<file path="src/rtl/stage_mem.sv">
// MEM pipeline stage: EX/MEM register, data-bus request FSM with timeout,
// store lane steering, load extraction/extension and access-fault trapping.

package stage_mem_pkg;
    typedef enum logic [1:0] {
        MEM_NONE  = 2'd0,
        MEM_READ  = 2'd1,
        MEM_WRITE = 2'd2
    } memaccess_t;

    typedef enum logic [1:0] {
        TRAP_NONE   = 2'd0,
        TRAP_ENTER  = 2'd1,
        TRAP_RETURN = 2'd2
    } trap_mode_t;

    localparam logic [3:0] CAUSE_LOAD_ACCESS_FAULT  = 4'd5;
    localparam logic [3:0] CAUSE_STORE_ACCESS_FAULT = 4'd7;

    // funct3[1:0] is the mask mode (byte/half/word), funct3[2] marks unsigned loads
    typedef struct packed {
        memaccess_t memaccess;
        logic [2:0] funct3;
        logic       regwrite;
        logic       memtoreg;
    } control_signal_t;

    typedef struct packed {
        logic        valid;
        trap_mode_t  mode;
        logic [3:0]  cause;
        logic [31:0] pc;
        logic [31:0] tval;
    } trap_req_t;
endpackage

module stage_mem
    import stage_mem_pkg::*;
#(
    parameter int BUS_TIMEOUT = 255
) (
    input  logic            clk,
    input  logic            start,
    input  control_signal_t control_signal_e,
    input  logic [31:0]     pc_e,
    input  logic [31:0]     pcplus4_e,
    input  logic [4:0]      rd_e,
    input  logic [31:0]     aluresult_e,
    input  logic [31:0]     storedata_e,
    input  logic [31:0]     csr_wdata_e,
    input  trap_req_t       trap_req_e,
    input  logic            flush_m,
    input  logic            hold_m,
    output control_signal_t control_signal_m,
    output logic [31:0]     pcplus4_m,
    output logic [4:0]      rd_m,
    output logic [31:0]     aluresult_m,
    output logic [31:0]     csr_wdata_m,
    output logic [31:0]     result_m,
    output logic [31:0]     readdata_m,
    output logic            memvalid_m,
    output logic            stall_req_m,
    output trap_req_t       trap_req_m,
    output logic            dmem_req,
    output logic            dmem_we,
    output logic [31:0]     dmem_addr,
    output logic [3:0]      dmem_be,
    output logic [31:0]     dmem_wdata,
    input  logic            dmem_gnt,
    input  logic            dmem_rvalid,
    input  logic            dmem_err,
    input  logic [31:0]     dmem_rdata
);

    localparam int CNT_W = (BUS_TIMEOUT > 255) ? $clog2(BUS_TIMEOUT + 1) : 8;
    localparam logic [CNT_W-1:0] CNT_MAX   = {CNT_W{1'b1}};
    localparam logic [CNT_W-1:0] CNT_LIMIT = CNT_W'(BUS_TIMEOUT);

    typedef enum logic [1:0] {IDLE = 2'd0, REQ = 2'd1, WAIT = 2'd2, DRAIN = 2'd3} state_t;

    control_signal_t ctrl_q, ctrl_d;
    trap_req_t       trap_q, trap_d;
    logic [31:0]     pc_q, pc_d, pcplus4_q, pcplus4_d, alu_q, alu_d;
    logic [31:0]     store_q, store_d, csr_q, csr_d, rdata_q, rdata_d;
    logic [4:0]      rd_q, rd_d;
    state_t          state_q, state_d;
    logic [CNT_W-1:0] cnt_q, cnt_d;
    logic            done_q, done_d;          // current op already finished or abandoned
    logic            drain_gnt_q, drain_gnt_d; // drain still owes a grant

    logic        mem_op_s, new_op_s, is_load_s, timeout_s;
    logic        req_s, stall_s, complete_s, fault_s, load_ok_s, load_en_s;
    logic [1:0]  byte_off_s;
    logic [3:0]  be_s;
    logic [31:0] wdata_s, shifted_s, ext_s;
    logic [CNT_W-1:0] cnt_sat_s;

    // Decode the registered op: lane steering for stores, extraction for loads
    always_comb begin
        mem_op_s   = ((ctrl_q.memaccess == MEM_READ) || (ctrl_q.memaccess == MEM_WRITE))
                     && !trap_q.valid;
        new_op_s   = mem_op_s && !done_q;
        is_load_s  = (ctrl_q.memaccess == MEM_READ);
        byte_off_s = alu_q[1:0];
        timeout_s  = (cnt_q >= CNT_LIMIT);
        cnt_sat_s  = (cnt_q == CNT_MAX) ? cnt_q : cnt_q + CNT_W'(1);
        shifted_s  = dmem_rdata >> {byte_off_s, 3'b000};
        be_s       = 4'hF;
        wdata_s    = store_q;
        if (!is_load_s) begin
            case (ctrl_q.funct3[1:0])
                2'b00: begin
                    be_s    = 4'b0001 << byte_off_s;
                    wdata_s = {4{store_q[7:0]}};
                end
                2'b01: begin
                    be_s    = 4'b0011 << byte_off_s;
                    wdata_s = {2{store_q[15:0]}};
                end
                default: begin
                    be_s    = 4'hF;
                    wdata_s = store_q;
                end
            endcase
        end else begin
            be_s    = 4'hF;
            wdata_s = store_q;
        end
        case (ctrl_q.funct3)
            3'b000:  ext_s = {{24{shifted_s[7]}}, shifted_s[7:0]};
            3'b001:  ext_s = {{16{shifted_s[15]}}, shifted_s[15:0]};
            3'b100:  ext_s = {24'd0, shifted_s[7:0]};
            3'b101:  ext_s = {16'd0, shifted_s[15:0]};
            default: ext_s = dmem_rdata;
        endcase
    end

    // Bus FSM next state, stall/completion, and EX/MEM register next values
    always_comb begin
        state_d     = state_q;
        cnt_d       = cnt_q;
        done_d      = done_q;
        drain_gnt_d = drain_gnt_q;
        req_s       = 1'b0;
        stall_s     = 1'b0;
        complete_s  = 1'b0;
        case (state_q)
            IDLE: begin
                cnt_d       = '0;
                drain_gnt_d = 1'b0;
                if (new_op_s) begin
                    req_s   = 1'b1;
                    stall_s = 1'b1;
                    if (flush_m) begin
                        state_d     = DRAIN;
                        done_d      = 1'b1;
                        drain_gnt_d = !dmem_gnt;
                    end else if (dmem_gnt) begin
                        state_d = WAIT;
                    end else begin
                        state_d = REQ;
                    end
                end else begin
                    state_d = IDLE;
                end
            end
            REQ: begin
                req_s = 1'b1;
                cnt_d = cnt_sat_s;
                if (timeout_s) begin
                    complete_s = 1'b1;
                    state_d    = IDLE;
                end else if (flush_m) begin
                    stall_s     = 1'b1;
                    state_d     = DRAIN;
                    done_d      = 1'b1;
                    drain_gnt_d = !dmem_gnt;
                end else if (dmem_gnt) begin
                    stall_s = 1'b1;
                    state_d = WAIT;
                end else begin
                    stall_s = 1'b1;
                end
            end
            WAIT: begin
                cnt_d = cnt_sat_s;
                if (dmem_rvalid || timeout_s) begin
                    complete_s = 1'b1;
                    state_d    = IDLE;
                end else if (flush_m) begin
                    stall_s     = 1'b1;
                    state_d     = DRAIN;
                    done_d      = 1'b1;
                    drain_gnt_d = 1'b0;
                end else begin
                    stall_s = 1'b1;
                end
            end
            DRAIN: begin
                // Keep the request up until the slave accepts it, then swallow the response
                stall_s = 1'b1;
                req_s   = drain_gnt_q;
                cnt_d   = cnt_sat_s;
                if (timeout_s) begin
                    state_d = IDLE;
                end else if (drain_gnt_q) begin
                    drain_gnt_d = !dmem_gnt;
                end else if (dmem_rvalid) begin
                    state_d = IDLE;
                end else begin
                    state_d = DRAIN;
                end
            end
            default: begin
                state_d = IDLE;
                cnt_d   = '0;
            end
        endcase

        fault_s   = complete_s && (timeout_s || (dmem_rvalid && dmem_err));
        load_ok_s = complete_s && is_load_s && !fault_s;
        rdata_d   = load_ok_s ? ext_s : rdata_q;
        if (complete_s) begin
            done_d = 1'b1;
        end else begin
            done_d = done_d;
        end

        ctrl_d    = ctrl_q;
        pc_d      = pc_q;
        pcplus4_d = pcplus4_q;
        rd_d      = rd_q;
        alu_d     = alu_q;
        store_d   = store_q;
        csr_d     = csr_q;
        trap_d    = trap_q;
        load_en_s = !stall_s && (flush_m || !hold_m);
        if (load_en_s) begin
            done_d = 1'b0;
            if (flush_m) begin
                ctrl_d    = '0;
                pc_d      = 32'd0;
                pcplus4_d = 32'd0;
                rd_d      = 5'd0;
                alu_d     = 32'd0;
                store_d   = 32'd0;
                csr_d     = 32'd0;
                trap_d    = '0;
            end else begin
                ctrl_d    = control_signal_e;
                pc_d      = pc_e;
                pcplus4_d = pcplus4_e;
                rd_d      = rd_e;
                alu_d     = aluresult_e;
                store_d   = storedata_e;
                csr_d     = csr_wdata_e;
                trap_d    = trap_req_e;
            end
        end else begin
            ctrl_d = ctrl_q;
        end
    end

    // All stage state: pipeline register, FSM, wait counter and load data
    always_ff @(posedge clk or negedge start) begin
        if (!start) begin
            ctrl_q      <= '0;
            pc_q        <= 32'd0;
            pcplus4_q   <= 32'd0;
            rd_q        <= 5'd0;
            alu_q       <= 32'd0;
            store_q     <= 32'd0;
            csr_q       <= 32'd0;
            trap_q      <= '0;
            state_q     <= IDLE;
            cnt_q       <= '0;
            done_q      <= 1'b0;
            drain_gnt_q <= 1'b0;
            rdata_q     <= 32'd0;
        end else begin
            ctrl_q      <= ctrl_d;
            pc_q        <= pc_d;
            pcplus4_q   <= pcplus4_d;
            rd_q        <= rd_d;
            alu_q       <= alu_d;
            store_q     <= store_d;
            csr_q       <= csr_d;
            trap_q      <= trap_d;
            state_q     <= state_d;
            cnt_q       <= cnt_d;
            done_q      <= done_d;
            drain_gnt_q <= drain_gnt_d;
            rdata_q     <= rdata_d;
        end
    end

    // Trap output: a bus fault in the completion cycle, otherwise the carried EX trap
    always_comb begin
        trap_req_m = trap_q;
        if (fault_s) begin
            trap_req_m.valid = 1'b1;
            trap_req_m.mode  = TRAP_ENTER;
            trap_req_m.cause = is_load_s ? CAUSE_LOAD_ACCESS_FAULT : CAUSE_STORE_ACCESS_FAULT;
            trap_req_m.pc    = pc_q;
            trap_req_m.tval  = alu_q;
        end else begin
            trap_req_m = trap_q;
        end
    end

    assign control_signal_m = ctrl_q;
    assign pcplus4_m        = pcplus4_q;
    assign rd_m             = rd_q;
    assign aluresult_m      = alu_q;
    assign csr_wdata_m      = csr_q;
    assign result_m         = alu_q;
    assign readdata_m       = rdata_d;
    assign memvalid_m       = load_ok_s;
    assign stall_req_m      = stall_s;
    assign dmem_req         = req_s;
    assign dmem_we          = req_s && (ctrl_q.memaccess == MEM_WRITE);
    assign dmem_addr        = {alu_q[31:2], 2'b00};
    assign dmem_be          = req_s ? be_s : 4'h0;
    assign dmem_wdata       = wdata_s;

endmodule

</file>
<file path="config.mk">
export PLATFORM = sky130hd
export DESIGN_NAME = stage_mem
export DESIGN_NICKNAME = d
export VERILOG_FILES = /design/src/rtl/stage_mem.sv
export SDC_FILE = /design/constraint.sdc
export NUM_CORES = 1
export LEC_CHECK = 0
export CORE_AREA = 2 2 232 234
export CTS_CLUSTER_SIZE = 12
export DETAILED_ROUTE_END_ITERATION = 12
export DIE_AREA = 0 0 234 236
export GPL_TIMING_DRIVEN = 0
export MAX_ROUTING_LAYER = met4
export PLACE_DENSITY = 0.6
export SLEW_MARGIN = 40
export SYNTH_ARGS = -nofsm -noshare
export SYNTH_HDL_FRONTEND = slang
export SYNTH_SLANG_ARGS = --single-unit
</file>
<file path="constraint.sdc">
create_clock -name clk -period 2.01 [get_ports clk]
set_input_delay 0.201 -clock clk [delete_from_list [all_inputs] [get_ports clk]]
set_output_delay 0.201 -clock clk [all_outputs]
set_load 0.03 [all_outputs]
</file>
==> flow_metrics.tcl <==
set metrics [dict create \
    status "finished, violations left" \
    failed_checks "negative setup slack" \
    dr.first_iter.drc_count 800 \
    syn_area_per_cell_um2 10.7 \
    cp-end-kind "output pin" \
    finish.cell_count_without_fillers 3121 \
    pre_cts_slack_ns -1.64 \
    synthDistinctLibCells 59 \
    report.final.hold_viol_count 0 \
    min_path_type "in -> async" \
    timing_worst_setup_path_type "reg -> out" \
    dieArea_um2 55200 \
    grt_first_pass_wirelength_um 106000 \
    crit_buf_inv 5 \
    layout.cells.most_common "clkdlybuf4s50_1" \
    grt_start_max_net_pins 73 \
    maxCapViolations 0 \
    cts.clk_slew.worst_paths_ns 0.05 \
    worst_setup_path_start_kind "flip-flop" \
    ys_seq_area_frac 0.414 \
    n_fill_cell 4457 \
    layout.cells.most_common_list "458 x clkdlybuf4s50_1, 297 x nor2b_1, 281 x dfrtp_1, 156 x mux2_4, 153 x buf_4" \
    fp.dieH_um 236 \
    timing_worst_slew_pin_value_ns 0.798 \
    rsz0062_at_grt "yes" \
    worst_skew_pair.late_latency_ns 0.56 \
    peak_freq_mhz 362 \
    slew_headroom 0.468 \
    worstReg2RegStart "state_q[0]" \
    combined_global_route_utilization_of_all_metal_layers 0.260 \
    die_w_um 234 \
    clk_path_buf_depth 3 \
    design.final.nets 2678 \
    globalRouteOverflowTotal 0 \
    worst_ir_drop_vdd_mv 1.06 \
    cellLeakagePower_nw 13.1 \
    portBuffers 594 \
    async_reset_ff_frac 1.00 \
    cts_tree "yes" \
    cts-buffers-inserted 37 \
    slew_violations 0 \
    area.growth.synth_to_final_pct 75.1 \
    vias_per_cell 5.13 \
    grt_antenna_before_repair 9 \
    core_um2 53100 \
    dr_total_vias 16000 \
    internal_reg_to_reg_setup_slack_ns -0.49 \
    postSynthCellCount 1625 \
    routedWlPerCell_um 23.5 \
    num_io_pins 597 \
    route.antenna.remaining_nets 0 \
    numClockSinks 287 \
    initial_util 0.327 \
    critical_path.top_delay_family "buffers and inverters" \
    crit_slowest_cell "dfrtp_1" \
    placementRows 85 \
    pwr_density_cell_nw_per_um2 1940 \
    first_global_vias 16400 \
    period_share 1.38 \
    final.setup_skew_ns 0.0297 \
    worstSetupStartpoint "state_q[0]" \
    timing.final.ws_setup_ns -0.756 \
    fraction_of_final_layout_cells_sized_beyond_drive_strength_1 0.428 \
    post_synth_instance_area_um2 17300 \
    total_drc_errors_in_the_routed_layout 0 \
    final.hold.worst_slack_ns 0.177 \
    place_inst 2921 \
    postRouteWirelength_um 73300 \
    drt-pass1-iter-count 6 \
    cts-htree-levels 2 \
    worstPathArrival_ns 2.56 \
    synth_top_flop_cell "dfrtp_1" \
    postSynthRegisterBits 287 \
    crit_path_cell_trace "inv_2 -> ha_4 -> buf_8 -> nand4_1 -> a211o_4 -> inv_8 -> nand2_8 -> buf_12 -> o22ai_4 -> buf_6" \
    maximum_fanout_along_the_worst_path 7 \
    synth_enable_flop_cells 0 \
    fin_crit_ns 2.77 \
    finalSetupViolCount 451 \
    synth_warn 0 \
    cts_root_buf "clkbuf_16" \
    worst-endpoint-required_ns 1.81 \
    critPathMaxStageDelay_ns 0.40 \
    routabilityCongestion 0.870 \
    dp_hpwl_um 50800 \
]
-- routing by layer --
metal / vias to the layer above / GRT usage / wire [um]
li1: 7308 / - / -
met1: 8055 / 0.324 / 30900
met2: 520 / 0.412 / 35900
met3: 122 / 0.0526 / 4150
met4: 0 / 0.101 / 2340
met5: - / - / 0
-- what timing repair did --
| item | 4_1_cts | 5_1_grt |
|---|---|---|
| pin swaps | 88 | 104 |
| resized for setup | 1210 | 164 |
| setup buffers | 65 | 39 |
| endpoints found under the setup margin | 475 | 482 |
| hold buffers | 1 | 0 |
| hold endpoints to repair | 72 | 0 |
| gates cloned | 13 | 18 |
-- through the flow --
step | total power [W] | util | area, um^2 | TNS (ns)
finish | 0.0590 | 0.572 | 30400 | -183.04
global route | 0.0616 | 0.572 | 30400 | -223.71
CTS | 0.0565 | 0.553 | 29300 | -188.31
detailed placement | 0.0455 | 0.475 | 25200 | -302.16
global placement | 0.0452 | 0.473 | 25100 | -3961.27
floorplan | 0.0326 | - | 18300 | -11.87
-- area by class of cell --
| type | instances | area, um^2 | share of cell area |
|---|---|---|---|
| Inverter | 11 | 52.6 | 0.00173 |
| Tap cell | 696 | 871 | 0.0287 |
| Clock inverter | 15 | 141 | 0.00466 |
| Multi-Input combinational cell | 1110 | 10900 | 0.360 |
| Buffer | 210 | 2250 | 0.0743 |
| Clock buffer | 52 | 1090 | 0.0360 |
| Sequential cell | 287 | 7190 | 0.237 |
| Timing Repair Buffer | 731 | 7810 | 0.257 |
| Antenna cell | 9 | 22.5 | 0.000742 |
-- Yosys cell counts (all sizes together), types with 27 or more instances --
library cell  instances  area (um^2)
a21oi                41          209
mux2                257         3480
nand2                29          111
nor2                 46          173
o211ai               72          541
buf                 129          933
clkbuf               89          334
nand3                72          365
mux2i                27          270
nand4                68          440
dfrtp               287         7180
nor2b               315         1970
a31oi                69          432
-- power by group --
part	leakage, nW	internal, W	switching (W)
Clock	0.613	0.00406	0.00275
Combinational	8.76	0.0197	0.0211
Sequential	3.72	0.00859	0.00287
Total	13.1	0.0323	0.0267
-- state kept, by name, summed over array words and instances, names as in the netlist --
signal / count
aluresult_m: 32
cnt_q: 8
control_signal_m: 7
csr_wdata_m: 32
done_q: 1
drain_gnt_q: 1
pc_q: 32
pcplus4_m: 32
rd_m: 5
rdata_q: 32
state_q: 2
store_q: 32
trap_q: 71
-- final timing paths --
path                                       endpoint  depth (start not counted)
worst max-delay path                 readdata_m[26]                         10
worst min-delay path                 csr_wdata_m[0]                          2
worst min register to register           rdata_q[0]                          2
min in group clk                control_signal_m[5]                          3
worst max register to register            trap_q[6]                         14
max in group asynchronous           aluresult_m[26]                          4
-- cell families after synthesis --
| group | share of synthesized area |
|---|---|
| multiplexers | 0.218 |
| adder cells (fa/ha/maj) | 0.00577 |
| other | 0.000216 |
| flip-flops | 0.414 |
| AND/OR/NAND/NOR | 0.183 |
| XOR/XNOR | 0.00152 |
| AO/OA/AOI/OAI | 0.102 |
| buffers and inverters | 0.0755 |
-- worst reg2reg max path: stages (launching register included) --
cell,delay (ns)
dfrtp_1,0.40
inv_2,0.12
buf_4,0.12
buf_4,0.10
ha_1,0.15
buf_6,0.12
inv_1,0.05
a22oi_1,0.21
o211ai_1,0.12
buf_4,0.18
buf_12,0.15
buf_4,0.14
buf_8,0.12
clkbuf_16,0.16
mux2_2,0.27
Power figures use the tool's default switching activity.
